--- src/rtl/display_scroll_ctrl_pkg.sv ---
// Shared constants and state type for the calculator display scroll logic.
package display_scroll_ctrl_pkg;

   localparam int NUM_DIGITS = 11;
   localparam int WIN_DIGITS = 6;
   localparam int MAX_OFFSET = NUM_DIGITS - WIN_DIGITS;
   localparam int OFS_W      = 3;

   typedef enum logic [1:0] {
      MANUAL    = 2'd0,
      AUTO_UP   = 2'd1,
      AUTO_DOWN = 2'd2
   } scroll_state_t;

endpackage

--- src/rtl/display_scroll_ctrl_btn_sync_edge.sv ---
// Button synchronizer followed by a registered rising-edge detector that
// emits a single-cycle pulse per press, however long the button is held.
module btn_sync_edge #(
   parameter int SYNC_STAGES = 2
) (
   input  logic clk,
   input  logic rst_n,
   input  logic btn_in,
   output logic pulse
);

   logic [SYNC_STAGES-1:0] sync_q, sync_d;
   logic                   prev_q, prev_d;

   always_comb begin
      sync_d = {sync_q[SYNC_STAGES-2:0], btn_in};
      prev_d = sync_q[SYNC_STAGES-1];
      pulse  = sync_q[SYNC_STAGES-1] & ~prev_q;
   end

   always_ff @(posedge clk or negedge rst_n) begin
      if (!rst_n) begin
         sync_q <= '0;
         prev_q <= 1'b0;
      end else begin
         sync_q <= sync_d;
         prev_q <= prev_d;
      end
   end

endmodule

--- src/rtl/display_scroll_ctrl.sv ---
// Window-offset controller for the 6-of-11 digit display: manual stepping by
// buttons or an automatic bounce, always clamped to the significant digits.
module display_scroll_ctrl
   import display_scroll_ctrl_pkg::*;
#(
   parameter int AUTO_DIV    = 25000000,
   parameter int SYNC_STAGES = 2
) (
   input  logic        clk,
   input  logic        rst_n,
   input  logic        btn_up,
   input  logic        btn_down,
   input  logic        auto_en,
   input  logic        result_valid,
   input  logic [43:0] bcd_in,
   output logic [2:0]  count,
   output logic        more_hi,
   output logic        more_lo
);

   localparam int TICK_W = $clog2(AUTO_DIV);

   // result_valid is a fire-and-forget strobe: no ready, it is acted on in
   // the cycle it is high and overrides every other event in that cycle.
   logic up_pulse, down_pulse;

   btn_sync_edge #(.SYNC_STAGES(SYNC_STAGES)) u_sync_up (
      .clk    (clk),
      .rst_n  (rst_n),
      .btn_in (btn_up),
      .pulse  (up_pulse)
   );

   btn_sync_edge #(.SYNC_STAGES(SYNC_STAGES)) u_sync_down (
      .clk    (clk),
      .rst_n  (rst_n),
      .btn_in (btn_down),
      .pulse  (down_pulse)
   );

   logic [3:0]       sig;
   logic [OFS_W-1:0] max_off;

   always_comb begin
      sig = 4'd1;
      for (int k = 0; k < NUM_DIGITS; k++) begin
         if (bcd_in[4*k +: 4] != 4'd0) sig = 4'(k + 1);
      end
      max_off = (sig > 4'(WIN_DIGITS)) ? OFS_W'(sig - 4'(WIN_DIGITS)) : '0;
      if (max_off > OFS_W'(MAX_OFFSET)) max_off = OFS_W'(MAX_OFFSET);
   end

   scroll_state_t     state_q, state_d;
   logic [OFS_W-1:0]  count_q, count_d;
   logic [TICK_W-1:0] tick_q, tick_d;
   logic              tick;

   always_comb begin
      tick    = (state_q != MANUAL) && (tick_q == TICK_W'(AUTO_DIV - 1));
      state_d = state_q;
      count_d = count_q;
      tick_d  = (state_q == MANUAL || tick) ? '0 : tick_q + TICK_W'(1);

      if (result_valid) begin
         count_d = '0;
         tick_d  = '0;
         state_d = auto_en ? AUTO_UP : MANUAL;
      end else if (count_q > max_off) begin
         count_d = max_off;
      end else begin
         case (state_q)
            MANUAL: begin
               if (auto_en) begin
                  state_d = AUTO_UP;
                  tick_d  = '0;
               end else if (up_pulse && !down_pulse && count_q < max_off) begin
                  count_d = count_q + OFS_W'(1);
               end else if (down_pulse && !up_pulse && count_q != '0) begin
                  count_d = count_q - OFS_W'(1);
               end
            end
            AUTO_UP: begin
               if (!auto_en) begin
                  state_d = MANUAL;
                  tick_d  = '0;
               end else if (tick) begin
                  if (count_q < max_off) count_d = count_q + OFS_W'(1);
                  else                   state_d = AUTO_DOWN;
               end
            end
            AUTO_DOWN: begin
               if (!auto_en) begin
                  state_d = MANUAL;
                  tick_d  = '0;
               end else if (tick) begin
                  if (count_q != '0) count_d = count_q - OFS_W'(1);
                  else               state_d = AUTO_UP;
               end
            end
            default: state_d = MANUAL;
         endcase
      end
   end

   always_ff @(posedge clk or negedge rst_n) begin
      if (!rst_n) begin
         state_q <= MANUAL;
         count_q <= '0;
         tick_q  <= '0;
      end else begin
         state_q <= state_d;
         count_q <= count_d;
         tick_q  <= tick_d;
      end
   end

   always_comb begin
      count   = count_q;
      more_hi = (count_q < max_off);
      more_lo = (count_q != '0);
   end

endmodule

--- config.mk ---
export PLATFORM = sky130hd
export DESIGN_NAME = display_scroll_ctrl
export DESIGN_NICKNAME = d
export VERILOG_FILES = /design/src/rtl/display_scroll_ctrl_pkg.sv /design/src/rtl/display_scroll_ctrl_btn_sync_edge.sv /design/src/rtl/display_scroll_ctrl.sv
export SDC_FILE = /design/constraint.sdc
export NUM_CORES = 1
export LEC_CHECK = 0
export ABC_AREA = 1
export CORE_MARGIN = 5
export CORE_UTILIZATION = 50
export CTS_BUF_LIST = sky130_fd_sc_hd__clkbuf_8
export CTS_CLUSTER_SIZE = 8
export DETAILED_ROUTE_END_ITERATION = 10
export PLACE_DENSITY = 0.8
export SLEW_MARGIN = 15
export SYNTH_ARGS = -nofsm -noshare
export SYNTH_HDL_FRONTEND = slang
export SYNTH_HIERARCHICAL = 1
export SYNTH_SLANG_ARGS = --single-unit
--- constraint.sdc ---
create_clock -name clk -period 3.5 [get_ports clk]
set_clock_uncertainty 0.1 [all_clocks]
set_input_delay 0.525 -clock clk [delete_from_list [all_inputs] [get_ports clk]]
set_output_delay 0.525 -clock clk [all_outputs]
set_load 0.03 [all_outputs]
### Yosys cells after proc, flatten, opt, wreduce, memory -nomap -nowiden

Index checks and enable logic that the tools add are counted.

| word-level totals | value |
|---|---|
| bits of input ports | 50 |
| memory bits (writable) | 0 |
| logic and storage cells | 102 |
| flip-flop bits (word level) | 36 |
| memories kept | 0 |
| ROM bits | 0 |
| output and inout bits | 5 |
| bits in latches | 0 |

| cells by class | value |
|---|---|
| order comparisons | 4 |
| eq/ne operators | 17 |
| multipliers | 0 |
| shift operators | 0 |
| reduce and logical (&&, ||, !) cells | 25 |
| mux-type cells | 41 |
| bitwise gates (word level) | 4 |
| add/subtract/negate cells | 4 |
| div/mod/pow operators | 0 |

Operators with widths:

| kind | count |
|---|---|
| two-way mux 25 bit | 5 |
| one-hot mux 25 bit (2 select lines) | 1 |
| != test 4 bit (second input constant) | 10 |
| nonzero test 4 bit | 10 |
| two-way mux 3 bit | 13 |
| two-way mux 4 bit | 8 |
| adder 25 x 1 -> 25 bit (second input constant) | 1 |
| == test 25 bit (second input constant) | 1 |
| two-way mux 2 bit | 11 |
| one-hot mux 3 bit (3 select lines) | 1 |
| AND reduction 9 bit | 1 |
| one-hot mux 2 bit (3 select lines) | 1 |
| AND reduction 6 bit | 1 |
| logical AND 1 bit | 5 |
| != test 5 x 2 -> 1 bit (second input constant) | 1 |
| nonzero test 5 bit | 1 |
| > comparator 4 x 3 -> 1 bit (second input constant) | 1 |
| != test 4 x 3 -> 1 bit (second input constant) | 1 |
| adder 3 x 1 -> 3 bit (second input constant) | 1 |
| > comparator 3 bit | 1 |
| > comparator 3 bit (second input constant) | 1 |
| < comparator 3 bit | 1 |
| != test 3 bit (second input constant) | 1 |
| nonzero test 3 bit | 1 |
| 13 further kinds | 16 |

### Longest topological paths before layout

| logic depth | value |
|---|---|
| depth in word-level cells | 22 |
| depth in mapped cells | 26 |
| mapped depth without buffers | 26 |

### Hierarchy

The synthesis kept the hierarchy.

By module, submodules not included:

| module | cells each | sequential area each (µm²) | times used | area each (µm²) |
|---|---|---|---|---|
| display_scroll_ctrl | 298 | 750.7 | 1 | 2,208.4 |
| btn_sync_edge | 5 | 75.1 | 2 | 85.1 |

### Worst setup path before layout

Ideal clock, no wire load.

| path | value |
|---|---|
| path type | input to register |
| start point | input bcd_in[37] |
| end point | register count_q[0], in the netlist count[0] |
| required time | 3.282 ns |
| library setup time | 0.118 ns |
| path buffers | 0 |
| setup slack | 0.734 ns |
| stages | 18 |
| arrival time | 2.549 ns |
| path through | nor4_1 nand2_1 inv_1 nand3_1 o21ai_0 inv_1 ha_1 nand3b_1 nand2_1 inv_1 nand2_1 nand2_1 a31oi_1 nand2_1 nand2_1 a21oi_1 nand2_1 nand2_1 |

| on the way | value |
|---|---|
| longest elaborated chain between the ends | 14 |
| elaborated cells between the ends (all ways) | 26 |
| those cells by class | 1 x add/sub; 4 x order compare; 8 x eq/ne; 9 x mux; 4 x reduce/logical |

Ends and longest elaborated chain:

| item | RTL line | source |
|---|---|---|
| start, declared | display_scroll_ctrl.sv:15 | `input logic [43:0] bcd_in,` |
| nonzero test 4 bit * | display_scroll_ctrl.sv:47 | `if (bcd_in[4*k +: 4] != 4'd0) sig = 4'(k + 1);` |
| two-way mux 4 bit * (2 in series) | display_scroll_ctrl.sv:47 |  |
| > comparator 4 x 3 -> 1 bit / subtractor 3 bit (equally long branches) | display_scroll_ctrl.sv:49 | `max_off = (sig > 4'(WIN_DIGITS)) ? OFS_W'(sig - 4'(WIN_DIGITS)) : '0;` |
| two-way mux 3 bit * | display_scroll_ctrl.sv:49 |  |
| > comparator 3 bit | display_scroll_ctrl.sv:50 | `if (max_off > OFS_W'(MAX_OFFSET)) max_off = OFS_W'(MAX_OFFSET);` |
| two-way mux 3 bit * | display_scroll_ctrl.sv:50 |  |
| < comparator 3 bit * | - |  |
| named net more_hi | display_scroll_ctrl.sv:17 | `output logic more_hi,` |
| logical AND 1 bit | display_scroll_ctrl.sv:76 | `end else if (up_pulse && !down_pulse && count_q < max_off) begin` |
| two-way mux 3 bit | display_scroll_ctrl.sv:76 |  |
| two-way mux 3 bit | display_scroll_ctrl.sv:73 | `if (auto_en) begin` |
| one-hot mux 3 bit (3 select lines) | display_scroll_ctrl.sv:71 | `case (state_q)` |
| two-way mux 3 bit | display_scroll_ctrl.sv:68 | `end else if (count_q > max_off) begin` |
| two-way mux 3 bit | display_scroll_ctrl.sv:64 | `if (result_valid) begin` |
| end signal, assigned | display_scroll_ctrl.sv:112 | `count_q <= count_d;` |
| end, declared | display_scroll_ctrl.sv:54 | `logic [OFS_W-1:0] count_q, count_d;` |

Mark *: on every way through the listed nets, which the timed path passes. The rest lies on a longest branch. The select of a mux whose other input is x is not followed.
A chain may end at the register's enable or synchronous reset.

### Worst setup path in the final report

| path | value |
|---|---|
| start point | input bcd_in[41] |
| end point | output more_hi |

| on the way | value |
|---|---|
| longest elaborated chain between the ends | 7 |
| elaborated cells between the ends (all ways) | 8 |
| those cells by class | 1 x add/sub; 3 x order compare; 3 x mux; 1 x reduce/logical |

Ends and longest elaborated chain:

| item | RTL line | source |
|---|---|---|
| nonzero test 4 bit * | display_scroll_ctrl.sv:47 |  |
| two-way mux 4 bit * | display_scroll_ctrl.sv:47 |  |
| > comparator 4 x 3 -> 1 bit / subtractor 3 bit (equally long branches) | display_scroll_ctrl.sv:49 |  |
| two-way mux 3 bit * | display_scroll_ctrl.sv:49 |  |
| > comparator 3 bit | display_scroll_ctrl.sv:50 |  |
| two-way mux 3 bit * | display_scroll_ctrl.sv:50 |  |
| < comparator 3 bit * | display_scroll_ctrl.sv:119 | `more_hi = (count_q < max_off);` |
| end, declared | display_scroll_ctrl.sv:17 |  |

Mark *: on every way between the ends. The rest lies on a longest branch, timed or not.

==> out/metrics.csv <==
metric;value;unit
status;finished, final reports clean;
synth_common_cells;nand2_1 (57), inv_1 (49), nor2_1 (47);
grt_remaining_overflow;0;
post_cts_buffers;0;
cp.required;2870;ps
cts_buffer_depth;2;
hpwl;4.308;mm
antenna_cells;0;
synthCells;308;
p_leak;1.352;nW
drt_iter0_drc;184;
final.min_clock_period;3256;ps
slowest_delay;400;ps
rr_endpoint;state_q[0]$_DFFE_PN0P_;
maxCapViolCount;0;
via_per_inst;5.145;
intPower;1.024;mW
ctsRootBufferMaster;clkbuf_8;
initial_core_util;51.03;%
fin_setup_tns;0;ps
n_fill_cell;401;
fin_nets;426;
worstSetupPathType;in2out;
io_buffers;50;
power_frac_comb;35.7;%
ant_nets;0;
drt_wl_total;5.373;mm
clockPowerShare;33.2;%
grt_pass1_wl;9.542;mm
syn_nets;369;
cts_tree;yes;
place_area;0.002952;sq mm
power_switching;0.5011;mW
worst_pin_slew;785.4;ps
r2r_start;count[2]$_DFFE_PN0P_;
cpMostUsedCell;inv_1;
pwr_density_cell;490.2;mW/mm^2
synth_area;0.002379;sq mm
cts_buffers;5;
netlist_top_cells_area;dfrtp_1 (38%), nand2_1 (9.0%), inv_1 (7.7%);
vias;2161;
period_share;93.03;%
final_layout_size_suffix_gt1_share;9.290;%
die-area;0.006236;sq mm
rows;25;
vdd_drop_max;0.3505;mV
rsz0062_at_grt;no;
antenna_found_initial;0;
gp_congestion;0.8533;
synthToLayoutAreaGrowth;30.77;%
cts.sinks;36;
critical_path.slowest_cell;clkdlybuf4s50_1;
yosysMostFrequentCell;nand2_1;
final_design_area_no_fill;0.003110;sq mm
endpoint_kind;primary output;
grt_pass1_vias;2169;
worstSkewPairLatency;290;ps
boundaryPins;55;
start_kind;input port;
die_w;78.97;microns
critPathArrivalTime;2630;ps
crit_chain;clkdlybuf4s50_1 > nor4_1 > nand2_1 > inv_1 > nand3_1 > o21ai_0 > inv_1 > ha_1 > nand3b_1 > nand2_1 > inv_1 > buf_4;
ys_types;32;
dr.pass1.iters;4;
synth_edf_count;0;
path_clk_slew;70;ps
setup_viol;0;
drcViolationCount;0;
hold_viol;0;
die_y;78.97;microns
htree_levels;2;
wire_per_inst;12.79;microns
ys_async_sr_fraction;100.0;%
coreArea;0.004661;sq mm
r2r_cells;10;
synth.top_cell.area_share;37.87;%
synth_top_cell_by_area;dfrtp_1;
avgSynthCellArea;7.723;sq um
ctsHoldBuffers;0;
pwr-share-seq;31.2;%
r2r_slack;1260;ps
hold_path_class;in2async;
yosys_warnings;6;
track_usage;19.10;%
ys_seq_elements;36;
ys_seq_area_share;37.87;%
cts_repair_resize_count;0;
relSlewSlack;47.64;%
maxSlewViolCount;0;
path_max_fanout;4;
max_freq;307.1;MHz
swShare;32.86;%
grt_max_degree;37;
synth_flop_cell;dfrtp_1;
==> cell usage in the layout, fill, tap and decap left out, types with 4 or more instances in the layout <==
cell | netlist | final
clkdlybuf4s50_1 | 0 | 48
nor4_1 | 6 | 6
xnor2_1 | 4 | 4
nor2_2 | 4 | 4
nor3b_1 | 4 | 4
clkbuf_8 | 0 | 5
o21ai_0 | 14 | 14
inv_1 | 49 | 49
nand2_1 | 57 | 57
ha_1 | 11 | 11
dfrtp_1 | 36 | 36
a21oi_1 | 7 | 7
nor3_1 | 8 | 8
nand3_1 | 12 | 12
nor2_1 | 47 | 47
nand4_1 | 7 | 7
xor2_1 | 10 | 10
==> stage by stage <==
step           setup WS (ps)  util, %  hold WS [ps]  cells  power, mW
2_1_floorplan          733.5        -         129.4    308     0.8264
3_3_place_gp           114.8    63.33         231.3    412      1.010
3_5_place_dp           35.83    63.33         234.7    412      1.019
4_1_cts                216.3    66.74         241.9    420      1.537
5_1_grt                8.685    66.74         265.1    420      1.624
6_report               243.9    66.74         217.3    420      1.525
==> power groups by stage <==
stage                     Sequential, mW  Combinational, mW  Clock, mW
after CTS                          0.475              0.543      0.518
after detailed placement           0.484              0.536          0
after global routing               0.481              0.601      0.543
final                              0.475              0.544      0.506
after global placement             0.481              0.529          0
after floorplan                    0.500              0.326          0
==> cell type report <==
| class | instances | area, sq um | area share [%] |
|---|---|---|---|
| clock inverter | 3 | 90.09 | 2.896 |
| sequential | 36 | 900.9 | 28.96 |
| timing repair buffer | 52 | 520.5 | 16.73 |
| multi-input combinational | 219 | 1271 | 40.87 |
| inverter | 51 | 191.4 | 6.154 |
| clock buffer | 5 | 68.82 | 2.212 |
| tap | 54 | 67.56 | 2.172 |
==> worst max-delay path by stage <==
stage               start  cells past startpoint                endpoint  slack, ps
5_1_grt        bcd_in[41]                     16  state_q[1]$_DFFE_PN0P_          9
2_1_floorplan  bcd_in[37]                     18    count[0]$_DFFE_PN0P_        730
3_5_place_dp   bcd_in[41]                     15     tick_q[2]$_DFF_PN0_         40
6_report       bcd_in[41]                     12                 more_hi        240
3_3_place_gp   bcd_in[37]                     16  state_q[1]$_DFFE_PN0P_        110
4_1_cts        bcd_in[41]                     12                 more_hi        220
==> cells by family (layout without fill, tap and decap cells) <==
group	Yosys count	count (layout)	synth area share, %
fa+ha+maj	11	11	5.786
buf+inv	53	111	8.680
simple gates	162	162	33.51
flops	36	36	37.87
compound gates	32	32	8.995
xor+xnor	14	14	5.155
==> worst max-delay path, delay by kind of cell <==
family / cells / cell delay (ps)
simple gates: 5 / 870
buf+inv: 5 / 820
fa+ha+maj: 1 / 180
compound gates: 1 / 220
==> registers in the layout (all words and copies together), names as in the netlist <==
register	count
tick_q	25
u_sync_down/prev_q	1
u_sync_up/sync_q	2
state_q	2
u_sync_up/prev_q	1
count	3
u_sync_down/sync_q	2
==> per-layer routing <==
metal | GRT usage, % | routed length [microns] | share of wire [%] | vias up
met1 | 23.21 | 2316 | 43 | 1013
met5 | 0 | 0 | 0 | -
met3 | 3.855 | 200 | 3.7 | 6
li1 | - | - | - | 1105
met2 | 34.68 | 2803 | 52 | 37
met4 | 4.296 | 53 | 0.99 | 0
Power figures use the tool's default switching activity.
